===== src/rtl/inst_msg_sequencer_pkg.sv =====
// Shared definitions for the instruction-message sequencer: FSM state
// encoding, display character geometry and message index constants.
package inst_msg_sequencer_pkg;

    typedef enum logic [1:0] {
        ST_IDLE = 2'd0,
        ST_LOAD = 2'd1,
        ST_PLAY = 2'd2
    } seq_state_e;

    localparam int CHAR_W    = 5;
    localparam int WIN_CHARS = 8;
    localparam int WIN_W     = CHAR_W * WIN_CHARS;
    localparam int ID_W      = 2;

    localparam logic [CHAR_W-1:0] BLANK_CHAR   = 5'b00000;
    localparam logic [WIN_W-1:0]  BLANK_WINDOW = {WIN_CHARS{BLANK_CHAR}};

    localparam logic [ID_W-1:0] MSG_ID_0 = 2'd0;
    localparam logic [ID_W-1:0] MSG_ID_1 = 2'd1;
    localparam logic [ID_W-1:0] MSG_ID_2 = 2'd2;
    localparam logic [ID_W-1:0] MSG_ID_3 = 2'd3;

endpackage


===== src/rtl/inst_msg_sequencer_slot_mux.sv =====
// Combinational selector that picks one 40-bit generator window out of the
// packed generator bus. An out-of-range index yields a blank window.
module inst_slot_mux
    import inst_msg_sequencer_pkg::*;
#(
    parameter int N_SRC = 4
) (
    input  logic [WIN_W*N_SRC-1:0] inst_bus,
    input  logic [ID_W-1:0]        sel,
    output logic [WIN_W-1:0]       slot
);

    // Walk every slot and forward the one whose index matches sel.
    always_comb begin
        slot = BLANK_WINDOW;
        for (int k = 0; k < N_SRC; k++) begin
            if (int'(sel) == k) begin
                slot = inst_bus[WIN_W*k +: WIN_W];
            end else begin
                slot = slot;
            end
        end
    end

endmodule


===== src/rtl/inst_msg_sequencer.sv =====
// Instruction-message sequencer: accepts a request for one of N_SRC prompt
// generators, releases that generator from reset, and forwards its scrolling
// window for REPEATS passes of PASS_TICKS ticks each. A request for a
// different generator preempts the current one; abort and rst return to IDLE.
module inst_msg_sequencer
    import inst_msg_sequencer_pkg::*;
#(
    parameter int N_SRC      = 4,
    parameter int PASS_TICKS = 25,
    parameter int REPEATS    = 2
) (
    input  logic                   sec_clock,
    input  logic                   rst,
    input  logic                   req_valid,
    input  logic [ID_W-1:0]        msg_id,
    input  logic                   abort,
    input  logic [WIN_W*N_SRC-1:0] inst_bus,
    output logic [N_SRC-1:0]       inst_rst,
    output logic [WIN_W-1:0]       window,
    output logic                   busy,
    output logic                   req_ack,
    output logic                   msg_done
);

    localparam int TICK_W = (PASS_TICKS > 1) ? $clog2(PASS_TICKS) : 1;
    localparam int PASS_W = (REPEATS > 1) ? $clog2(REPEATS) : 1;

    localparam logic [TICK_W-1:0] TICK_LAST = TICK_W'(PASS_TICKS - 1);
    localparam logic [PASS_W-1:0] PASS_LAST = PASS_W'(REPEATS - 1);
    localparam logic [N_SRC-1:0]  ALL_ONES  = {N_SRC{1'b1}};

    seq_state_e         state_q, state_d;
    logic [ID_W-1:0]    active_id_q, active_id_d;
    logic [TICK_W-1:0]  tick_cnt_q, tick_cnt_d;
    logic [PASS_W-1:0]  pass_cnt_q, pass_cnt_d;
    logic [N_SRC-1:0]   inst_rst_q, inst_rst_d;
    logic [WIN_W-1:0]   window_q, window_d;
    logic               req_ack_q, req_ack_d;
    logic               msg_done_q, msg_done_d;

    logic [WIN_W-1:0]   slot_s;
    logic [N_SRC-1:0]   play_mask_s;
    logic               id_ok_s;
    logic               last_tick_s;
    logic               final_tick_s;

    inst_slot_mux #(
        .N_SRC (N_SRC)
    ) u_slot_mux (
        .inst_bus (inst_bus),
        .sel      (active_id_q),
        .slot     (slot_s)
    );

    // Decode helper conditions shared by the next-state logic.
    always_comb begin
        id_ok_s      = (int'(msg_id) < N_SRC);
        play_mask_s  = ALL_ONES & ~(N_SRC'(1'b1) << active_id_q);
        last_tick_s  = (tick_cnt_q == TICK_LAST);
        final_tick_s = last_tick_s && (pass_cnt_q == PASS_LAST);
    end

    // Next-state, counter and output computation; abort overrides everything.
    always_comb begin
        state_d     = state_q;
        active_id_d = active_id_q;
        tick_cnt_d  = tick_cnt_q;
        pass_cnt_d  = pass_cnt_q;
        inst_rst_d  = inst_rst_q;
        window_d    = window_q;
        req_ack_d   = 1'b0;
        msg_done_d  = 1'b0;

        if (abort) begin
            state_d    = ST_IDLE;
            tick_cnt_d = '0;
            pass_cnt_d = '0;
            inst_rst_d = ALL_ONES;
            window_d   = BLANK_WINDOW;
        end else begin
            case (state_q)
                ST_IDLE: begin
                    inst_rst_d = ALL_ONES;
                    window_d   = BLANK_WINDOW;
                    tick_cnt_d = '0;
                    pass_cnt_d = '0;
                    if (req_valid && id_ok_s) begin
                        active_id_d = msg_id;
                        req_ack_d   = 1'b1;
                        state_d     = ST_LOAD;
                    end else begin
                        state_d = ST_IDLE;
                    end
                end
                ST_LOAD: begin
                    // Requests are not looked at while the generator restarts.
                    state_d    = ST_PLAY;
                    inst_rst_d = play_mask_s;
                    window_d   = BLANK_WINDOW;
                    tick_cnt_d = '0;
                    pass_cnt_d = '0;
                end
                ST_PLAY: begin
                    window_d = slot_s;
                    if (final_tick_s) begin
                        // Last tick of last pass: finish, but a request on
                        // this same edge is still taken, whatever its id.
                        msg_done_d = 1'b1;
                        tick_cnt_d = '0;
                        pass_cnt_d = '0;
                        inst_rst_d = ALL_ONES;
                        window_d   = BLANK_WINDOW;
                        if (req_valid && id_ok_s) begin
                            req_ack_d   = 1'b1;
                            active_id_d = msg_id;
                            state_d     = ST_LOAD;
                        end else begin
                            state_d = ST_IDLE;
                        end
                    end else if (req_valid && id_ok_s && (msg_id != active_id_q)) begin
                        // Preempt with a different generator.
                        req_ack_d   = 1'b1;
                        active_id_d = msg_id;
                        state_d     = ST_LOAD;
                        tick_cnt_d  = '0;
                        pass_cnt_d  = '0;
                        inst_rst_d  = ALL_ONES;
                        window_d    = BLANK_WINDOW;
                    end else if (last_tick_s) begin
                        tick_cnt_d = '0;
                        pass_cnt_d = pass_cnt_q + PASS_W'(1'b1);
                    end else begin
                        tick_cnt_d = tick_cnt_q + TICK_W'(1'b1);
                    end
                end
                default: begin
                    state_d    = ST_IDLE;
                    tick_cnt_d = '0;
                    pass_cnt_d = '0;
                    inst_rst_d = ALL_ONES;
                    window_d   = BLANK_WINDOW;
                end
            endcase
        end
    end

    // State, counter and output registers with synchronous reset.
    always_ff @(posedge sec_clock) begin
        if (rst) begin
            state_q     <= ST_IDLE;
            active_id_q <= '0;
            tick_cnt_q  <= '0;
            pass_cnt_q  <= '0;
            inst_rst_q  <= ALL_ONES;
            window_q    <= BLANK_WINDOW;
            req_ack_q   <= 1'b0;
            msg_done_q  <= 1'b0;
        end else begin
            state_q     <= state_d;
            active_id_q <= active_id_d;
            tick_cnt_q  <= tick_cnt_d;
            pass_cnt_q  <= pass_cnt_d;
            inst_rst_q  <= inst_rst_d;
            window_q    <= window_d;
            req_ack_q   <= req_ack_d;
            msg_done_q  <= msg_done_d;
        end
    end

    assign inst_rst = inst_rst_q;
    assign window   = window_q;
    assign busy     = (state_q != ST_IDLE);
    assign req_ack  = req_ack_q;
    assign msg_done = msg_done_q;

endmodule


===== config.mk =====
export PLATFORM = sky130hd
export DESIGN_NAME = inst_msg_sequencer
export DESIGN_NICKNAME = d
export VERILOG_FILES = /design/src/rtl/inst_msg_sequencer_pkg.sv /design/src/rtl/inst_msg_sequencer_slot_mux.sv /design/src/rtl/inst_msg_sequencer.sv
export SDC_FILE = /design/constraint.sdc
export NUM_CORES = 1
export LEC_CHECK = 0
export ABC_CLOCK_PERIOD_IN_PS = 3100
export BUFFER_PORTS_ARGS = -buffer_cell sky130_fd_sc_hd__clkbuf_2
export CORE_UTILIZATION = 42
export DETAILED_ROUTE_END_ITERATION = 7
export PLACE_DENSITY = 0.85
export RECOVER_POWER = 25
export REMOVE_ABC_BUFFERS = 1
export SLEW_MARGIN = 20
export SYNTH_ARGS = -nofsm -noshare
export SYNTH_HDL_FRONTEND = slang
export SYNTH_SLANG_ARGS = --single-unit

===== constraint.sdc =====
create_clock -name sec_clock -period 3.1 [get_ports sec_clock]
set_input_delay 0.31 -clock sec_clock [delete_from_list [all_inputs] [get_ports sec_clock]]
set_output_delay 0.31 -clock sec_clock [all_outputs]
set_load 0.02 [all_outputs]

-- Word level (Yosys, flattened, before mapping)
Cells that the tools add are included.
- register bits: 56
- bits of input ports: 166
- output and inout bits: 47
- add/sub/neg operators: 2
- equal/unequal tests: 8
- shift operators: 1
- mux-type cells: 20
- bitwise operators: 3
- reductions and logical operators: 11
- operator list (kind ; number):
    $mux W40 ; 4
    $mux W2 ; 5
    $mux W4 ; 2
    $pmux W4 S2 ; 1
    $eq A2 B2 Y1 const B ; 3
    $pmux W2 S3 ; 1
    $reduce_or A6 Y1 ; 1
    $add A5 B1 Y5 const B ; 1
    $eq A5 B5 Y1 const B ; 1
    $mux W1 ; 5
    $reduce_or A5 Y1 ; 1
    $eq A2 B1 Y1 const B ; 2
    $logic_not A2 Y1 ; 2
    $not A4 Y4 ; 1
    $pmux W2 S2 ; 1
    $reduce_bool A2 Y1 ; 2
    $shl A1 B2 Y4 const A ; 1
    $ne A3 B3 Y1 const B ; 1
    $reduce_and A3 Y1 ; 1
    $reduce_or A3 Y1 ; 1
    $logic_and A1 B1 Y1 ; 2
    $ne A2 B2 Y1 ; 1
    $not A1 Y1 ; 2
    $pmux W1 S2 ; 1
    other kinds (2) ; 2

-- Logic depth before layout (Yosys ltp)
Gate-level depths: netlist of the first run.
- depth after elaboration: 5
- depth in mapped cells: 8

-- Hierarchy
A second synthesis of the first run with hierarchy kept.
- cells, all modules: 209
- area, all modules: 2811.4 µm²
- modules (own cells, without submodules) (module ; times used ; cells each ; area each (µm²)):
    inst_msg_sequencer ; 1 ; 160 ; 1799.2
    inst_slot_mux ; 1 ; 49 ; 1012.2

-- Worst setup path before layout of the first run
OpenSTA, ideal clock, no wires.
- kind: register to register
- start point: register tick_cnt_q[0]
- end point: register active_id_q[1]
- arrival time: 1.534 ns
- setup slack: 1.447 ns
- stages on the path, launching flop included: 8
- clock period less this slack: 1.653 ns
- cells stage by stage: dfxtp_1 > inv_1 > ha_1 > nand4b_4 > or2_1 > buf_6 > a311o_2 > mux2i_1
- cells in the longest elaborated chain, start to end: 4
- elaborated cells between the ends (all ways): 6
- those cells by class: eq/ne: 2; mux: 2; reduce/logical: 2
- ends and longest elaborated chain (item ; RTL line ; source):
    from (decl) ; inst_msg_sequencer.sv:34 ; logic [TICK_W-1:0] tick_cnt_q, tick_cnt_d;
    from (signal assigned) ; inst_msg_sequencer.sv:161 ; tick_cnt_q <= tick_cnt_d;
    $eq A5 B5 Y1 (*) ; inst_msg_sequencer.sv:59 ; last_tick_s = (tick_cnt_q == TICK_LAST);
    $logic_and A1 B1 Y1 (*) ; inst_msg_sequencer.sv:60 ; final_tick_s = last_tick_s && (pass_cnt_q == PASS_LAST);
    $ne A3 B3 Y1 (no source line) or $mux W2 (tied branches) ; - ;
    $reduce_and A3 Y1 (no source line) or $pmux W2 S2 (tied branches) ; - ;
    to (signal assigned) ; inst_msg_sequencer.sv:160 ; active_id_q <= active_id_d;
    to (decl) ; inst_msg_sequencer.sv:33 ; logic [ID_W-1:0] active_id_q, active_id_d;
Every way passes the cells marked *; elsewhere a longest branch is shown, timed or not.
A chain may end at the register's enable or synchronous reset.

-- Final worst setup path of the first run
- start point: register tick_cnt_q[0]
- end point: register inst_rst_q[1] (netlist: inst_rst[1])
- cells in the longest elaborated chain, start to end: 4
- elaborated cells between the ends (all ways): 5
- those cells by class: eq/ne: 2; mux: 2; reduce/logical: 1
- ends and longest elaborated chain (item ; RTL line ; source):
    $eq A5 B5 Y1 (*) ; inst_msg_sequencer.sv:59 ;
    $logic_and A1 B1 Y1 (*) ; inst_msg_sequencer.sv:60 ;
    $mux W4 ; inst_msg_sequencer.sv:105 ; if (final_tick_s) begin
    $pmux W4 S2 ; inst_msg_sequencer.sv:81 ; case (state_q)
    to (signal assigned) ; inst_msg_sequencer.sv:163 ; inst_rst_q <= inst_rst_d;
    to (decl) ; inst_msg_sequencer.sv:36 ; logic [N_SRC-1:0] inst_rst_q, inst_rst_d;
Marks and branches as above.

==> impl_results.md, run 1 <==
- Pwr dens: 381 nW/µm²
- Cell chain of the critical path: inv_1, ha_1, nand4b_4, or2_1, nand3_2, a2bb2oi_1
- Area post-placement: 3810 µm²
- Crit-path slowest cell: nand3_2
- Slew HR: 0.416
- Num CTS Buffers: 5
- Die Y: 82.5 µm
- Cell Int Power: 1.18 mW
- Global-route wire length before repair: 10500 µm
- Top FF cell, synth: dfxtp_1
- # setup viols final: 0
- PnR worst setup slack: 0.868 ns
- Slew Viols, Final: 0
- CP bufs+invs: 1
- Hold_ws: ~0.28 ns
- Crit path depth: 6
- Largest net degree at the start of global routing: 47
- Final min period: 2.23 ns
- ANT nets after route: 0
- Max Fclk: around 0.45 GHz
- Post_cts resized: 0
- Clock sink count: 56
- Maximum vdd drop: 0.217 mV
- Outcome: finished, final reports clean
- Post-synth cell types: 32
- Crit-path leading delay family: simple AND/OR/NAND/NOR gates
- Finished Layout Cells: 487
- Total power: 1.49 mW
- Leak: 1.73 nW
- CTS Buffer Depth: 2
- Power share of the combinational group: 0.170
- Reg-to-reg critical path startpoint: tick_cnt_q[0]
- CTS Hold Buffers Added: 0
- Hold-critical path depth: 3
- CP Max Fanout: 46
- Die area: 6800 µm²
- Cell Area, Synth: 2720 µm²
- N_diodes: 0
- WS Path Type: reg -> reg
- Syn Inst Count: 205
- I/O Pins: 213
- Area grow syn2layout: 43.7%
- Critical path startpoint category: flip-flop
- Worst skew pair latency: 0.30 ns
- Skew final: 0.00684 ns
- Port bufs: approximately 210
- Vias in the first global route: 2326
- Endpoints failing hold: 0
- Critical path required time: roughly 3.3 ns
- Sequential area share after synthesis: 0.412
- Number of synthesized flops with an enable pin: 0
- Syn Area/Cell: 13.3 µm²
- Cells after DPL: approximately 480
- FF+latch count, synth: 56
- DR vias/cell: 5.04
- Power share of the clock group: 0.342
- Row Count: 28
- Post-DP HPWL: ~6100 µm
- Nets: 579
- Worst reg-to-reg path cell count: 6
- Wirelength per Cell: 15.2 µm
- Sequential share of power: 0.488
- Via count: 2455
- Asr flop ratio synth: 0
- Core Area: 6100 µm²
- Drt initial violations: 88
- CTS tree: built
- Drt first pass iters: 4
- Pre-CTS setup slack: 0.846 ns
- Reg2reg setup slack: 0.87 ns
- Critical Path Max Stage Delay: roughly 0.7 ns
- Tcrit/Tclk final: 0.720
- Global placement routability congestion: 0.829
- Total grt overflow: 0
- Hold Path Class: in -> reg
- Crit path DAT: 2.38 ns
- Initial Util: 0.446
- Hold endpoint: active_id_q[1]
- Routed wire length: between 7000 and 8000 µm
- Switching Fraction: 0.207
- Layout cells sized above 1: 0.592
- Root buffer cell: clkbuf_8
- H-tree lvl count: 2
- Chip Width: a little over 80 µm
- Fin area: 3910 µm²
- GRT Total Usage: 0.209
- Antenna violations before repair: 0
- RSZ-0062 raised after global routing: no
- Min-delay src: msg_id[1]
- DRC viols: 0
- Post-CTS setup buffer count: 0
- Max Cap Viol: 0
- Synth warnings: 0
- Net Sw Power: 0.308 mW
- Worst R2R End: inst_rst[1]
- Worst-path clk slew: roughly 0.090 ns
- Slew @ Worst Pin: between 0.8 and 0.9 ns
- CP Capture Type: flip-flop
-- through the flow --
step                       util  TNS [ns]
after global placement    0.625         0
after detailed placement  0.625         0
after floorplan               -     -6.47
after global routing      0.641         0
final                     0.641         0
after CTS                 0.646         0
-- cell type report --
cell class,instances,area (µm²)
Clock inverter,1,30.0
Tap cell,75,93.8
Inverter,8,30.0
Clock buffer,7,96.3
Timing Repair Buffer,214,1040
Fill cell,509,2190
Multi-Input combinational cell,126,1490
Sequential cell,56,1120
-- sequential cells by signal, indices dropped and copies added, names as in the netlist --
register / count
tick_cnt_q: 5
active_id_q: 2
req_ack: 1
window: 40
inst_rst: 4
pass_cnt_q: 1
state_q: 2
msg_done: 1
-- worst max-delay path by stage --
stage          slack [ns]      startpoint           to
6_report             0.87   tick_cnt_q[0]  inst_rst[1]
3_5_place_dp         0.85   tick_cnt_q[0]  inst_rst[1]
2_1_floorplan       -0.32  active_id_q[0]  inst_rst[1]
5_1_grt              0.62   tick_cnt_q[0]  inst_rst[1]
3_3_place_gp         0.98   tick_cnt_q[0]  inst_rst[2]
4_1_cts              0.83   tick_cnt_q[0]  inst_rst[1]
-- layout by cell type, fill, tap and decap left out, drive strengths merged, types with 3 or more instances in the layout --
| master | instances |
|---|---|
| nand2b | 5 |
| nor2 | 8 |
| mux4 | 40 |
| dfxtp | 56 |
| nor2b | 40 |
| xor2 | 3 |
| inv | 8 |
| o21ai | 3 |
| clkbuf | 219 |
| nand3 | 3 |
-- cells in the mapped netlist (2+ instances only) --
cell type,number,share of area
dfxtp_1,56,0.41
mux4_2,40,0.33
nor2b_1,40,0.092
buf_2,9,0.017
inv_1,8,0.011
nor2_1,8,0.011
nand2b_1,5,0.012
clkbuf_1,3,0.0041
o21ai_0,3,0.0055
xor2_1,3,0.0097
a2bb2oi_1,2,0.0064
a31oi_1,2,0.0046
ha_1,2,0.0092
mux2i_1,2,0.0074
nand2_1,2,0.0028
nand3_1,2,0.0037
o32a_1,2,0.0074
xnor2_1,2,0.0064
-- cells by family after synthesis --
family | synth area share
flops | 0.412
xor+xnor | 0.0161
simple gates | 0.153
fa+ha+maj | 0.00920
compound gates | 0.0308
buf+inv | 0.0400
mux | 0.339
-- worst min-delay path, stage by stage --
cell      delay, ns
clkbuf_2       0.10
nand2b_1       0.07
mux2i_1        0.06
-- power by group through the flow --
| stage | Clock (mW) | Sequential [mW] | Combinational [mW] |
|---|---|---|---|
| 5_1_grt | 0.562 | 0.727 | 0.276 |
| 3_5_place_dp | 0 | 0.743 | 0.255 |
| 6_report | 0.509 | 0.726 | 0.253 |
| 3_3_place_gp | 0 | 0.743 | 0.248 |
| 4_1_cts | 0.524 | 0.726 | 0.256 |
| 2_1_floorplan | 0 | 0.764 | 0.113 |
-- per-layer routing --
metal	vias to the layer above	GRT usage	routed length, µm
li1	1163	-	-
met4	0	0.0579	78
met5	-	0	0
met2	137	0.377	3970
met3	6	0.0538	634
met1	1149	0.245	2710
Note: power is estimated with default switching activity, not from simulation.
==> inputs of run 2 (changes only) <==
--- a/config.mk
+++ b/config.mk
@@ -5,11 +5,12 @@
 export SDC_FILE = /design/constraint.sdc
 export NUM_CORES = 1
 export LEC_CHECK = 0
-export ABC_CLOCK_PERIOD_IN_PS = 3100
+export ABC_AREA = 1
+export ABC_CLOCK_PERIOD_IN_PS = 2200
 export BUFFER_PORTS_ARGS = -buffer_cell sky130_fd_sc_hd__clkbuf_2
-export CORE_UTILIZATION = 42
+export CORE_UTILIZATION = 40
 export DETAILED_ROUTE_END_ITERATION = 7
-export PLACE_DENSITY = 0.85
+export PLACE_DENSITY = 0.81
 export RECOVER_POWER = 25
 export REMOVE_ABC_BUFFERS = 1
 export SLEW_MARGIN = 20
==> constraint.sdc (replaced) <==
create_clock -name sec_clock -period 2.2 [get_ports sec_clock]
set_input_delay 0.22 -clock sec_clock [delete_from_list [all_inputs] [get_ports sec_clock]]
set_output_delay 0.22 -clock sec_clock [all_outputs]
set_load 0.02 [all_outputs]
==> run 2 against run 1 <==
Against the previous run: die area grew 6.5%; sequential share of layout area fell by 0.19 points; hold slack lost 0.14 ns; fmax is 23% higher; final cell count increased by 38%; register-to-register slack lost 0.49 ns; sequential cell count unchanged; synthesized cell count up 91%; first-iteration DRC count is 41% higher; count of clock-buffer cells in the layout shrank 1; critical path type unchanged; critical endpoint is now window[4]; highest routed layer unchanged.
==> impl_results.md, run 2 <==
- Outcome: finished, final reports clean
- Num CTS Buffers: 5
- Clock sink count: 56
- Hold endpoint: window[26]
- Gr busiest metal: met2
- FF+latch count, synth: 56
- Chip Width: ~85 µm
- Pwr dens: 542 nW/µm²
- Worst skew pair latency: 0.31 ns
- H-tree lvl count: 2
- Antenna violations before repair: 0
- Layout cells sized above 1: 0.385
- Top FF cell, synth: dfxtp_1
- CP Capture Type: flip-flop
- Most common cell in the netlist: nand2_1
- # setup viols final: 0
- Core Area: 6490 µm²
- Crit path DAT: 2.06 ns
- Grt met1 use: 0.269
- Global placement routability congestion: approximately 0.80
- DR vias/cell: 5.02
- Slew @ Worst Pin: roughly 0.70 ns
- Worst reg-to-reg path cell count: 10
- N_diodes: 0
- Post_cts resized: 0
- Slew HR: 0.536
- Min-delay src: inst_bus[146]
- WS Path Type: reg -> reg
- Post-layout util: 0.605
- Maximum vdd drop: approximately 0.33 mV
- Initial Util: 0.425
- Area grow syn2layout: 42.3%
- I/O Pins: between 200 and 250
- Total grt overflow: 0
- Worst-path clk slew: 0.10 ns
- DRC viols: 0
- Post-synth cell types: 24
- Area post-placement: 3850 µm²
- Fin area: 3930 µm²
- ANT nets after route: 0
- Vias in the first global route: 3068
- Most frequent cells in the layout: clkbuf_2 (187), nand2_1 (127), dfxtp_1 (55), nand3_1 (46), nor2_1 (37)
- Port bufs: 212
- Largest net degree at the start of global routing: 42
- Skew final: approximately 0.018 ns
- GRT Total Usage: 0.238
- Yosys top cell area share: 0.406
- Post-synth top cells: nand2_1 (127), dfxtp_1 (56), nand3_1 (46)
- Asr flop ratio synth: 0
- CP Max Fanout: 26
- Slew Viols, Final: 0
- Drt first pass iters: 4
- Worst R2R End: window[4]
- Met3 usage: 0.0399
- Total power: 2.13 mW
- Die area: around 7200 µm²
- Global-route wire length before repair: ~14000 µm
- Die Y: 85.1 µm
- Max reg flops: 40
- Met2 usage: 0.451
- Finished Layout Cells: 672
- Reg-to-reg critical path startpoint: tick_cnt_q[0]
- Max Cap Viol: 0
- Hold Path Class: in -> reg
- Reg2reg setup slack: approximately 0.38 ns
- Routed wire length: about 8600 µm
- Nets: 762
- Area leader, netlist: dfxtp_1
- Tcrit/Tclk final: 0.828
- Synth warnings: 0
- CTS Buffer Depth: 2
- Via count: approximately 3400
- Number of synthesized flops with an enable pin: 0
- Syn Inst Count: 392
- Final min period: 1.82 ns
- Cells after DPL: 664
- Most common cell after layout, fill and taps aside: clkbuf_2
- Cell Area, Synth: 2760 µm²
- RSZ-0062 raised after global routing: no
- Post-CTS setup buffer count: 0
- Row Count: 29
- Syn Area/Cell: 7.04 µm²
- Critical path required time: 2.44 ns
- Wirelength per Cell: about 13 µm
- Root buffer cell: clkbuf_8
- Post-DP HPWL: 6860 µm
- Largest cells by area after synthesis: dfxtp_1 (41%), nand2_1 (17%), nand3_1 (8.3%)
- CTS Hold Buffers Added: 0
- Endpoints failing hold: 0
- Max Fclk: 0.549 GHz
- Drt initial violations: ~120
- Sequential area share after synthesis: 0.406
- Hold-critical path depth: 3
- CTS tree: built
- Setup TNS: 0 ns
- Critical path startpoint category: flip-flop
- Leak: 2.04 nW
==> run 2: how the worst max path moves through the flow <==
stage,startpoint,endpoint,depth (start not counted)
final,tick_cnt_q[0],window[4],10
after global routing,tick_cnt_q[0],window[15],10
after CTS,tick_cnt_q[0],window[31],10
after detailed placement,tick_cnt_q[0],window[4],10
after global placement,tick_cnt_q[0],window[26],10
after floorplan,active_id_q[0],window[0],5
==> run 2: routing by layer <==
layer	vias to the layer above	share of wire
met2	160	0.54
met1	1513	0.39
met5	-	0
met4	0	0.012
li1	1693	-
met3	10	0.062
==> run 2: kinds of logic (layout without fill, tap and decap cells) <==
kind of cell,count (synthesis),count (layout),share of synthesized area
buf+inv,46,249,0.0797
flops,56,56,0.406
simple gates,216,216,0.324
xor+xnor,2,2,0.00634
compound gates,70,70,0.174
fa+ha+maj,2,2,0.00906
==> run 2: metrics by stage <==
stage	setup slack [ns]	hold WS [ns]
2_1_floorplan	0.0306	0.357
3_5_place_dp	0.399	0.455
5_1_grt	0.146	0.145
3_3_place_gp	0.514	0.445
6_report	0.379	0.144
4_1_cts	0.354	0.135
==> run 2: critical path, cell delays in order, from the launching register on <==
cell and delay, ns:
dfxtp_1 0.38, inv_1 0.06, ha_1 0.20, nand2_1 0.06, inv_1 0.05, nand3_1 0.10
nand2_1 0.10, inv_2 0.10, nand3_4 0.26, buf_12 0.29, a21oi_2 0.12
==> run 2: power by group <==
group	switching, mW	internal, mW
Clock	0.311	0.338
Combinational	0.244	0.208
Sequential	0.00838	1.02
Total	0.564	1.57
==> run 2: area by class of cell <==
cell class              instances  area [µm²]
clock inverters                 2        35.0
well taps                      77        96.3
clock buffers                   6        72.6
multi-input cells             290        1420
repair buffers                220        1100
inverters                      21        80.1
flip-flops and latches         56        1120
fillers                       629        2570
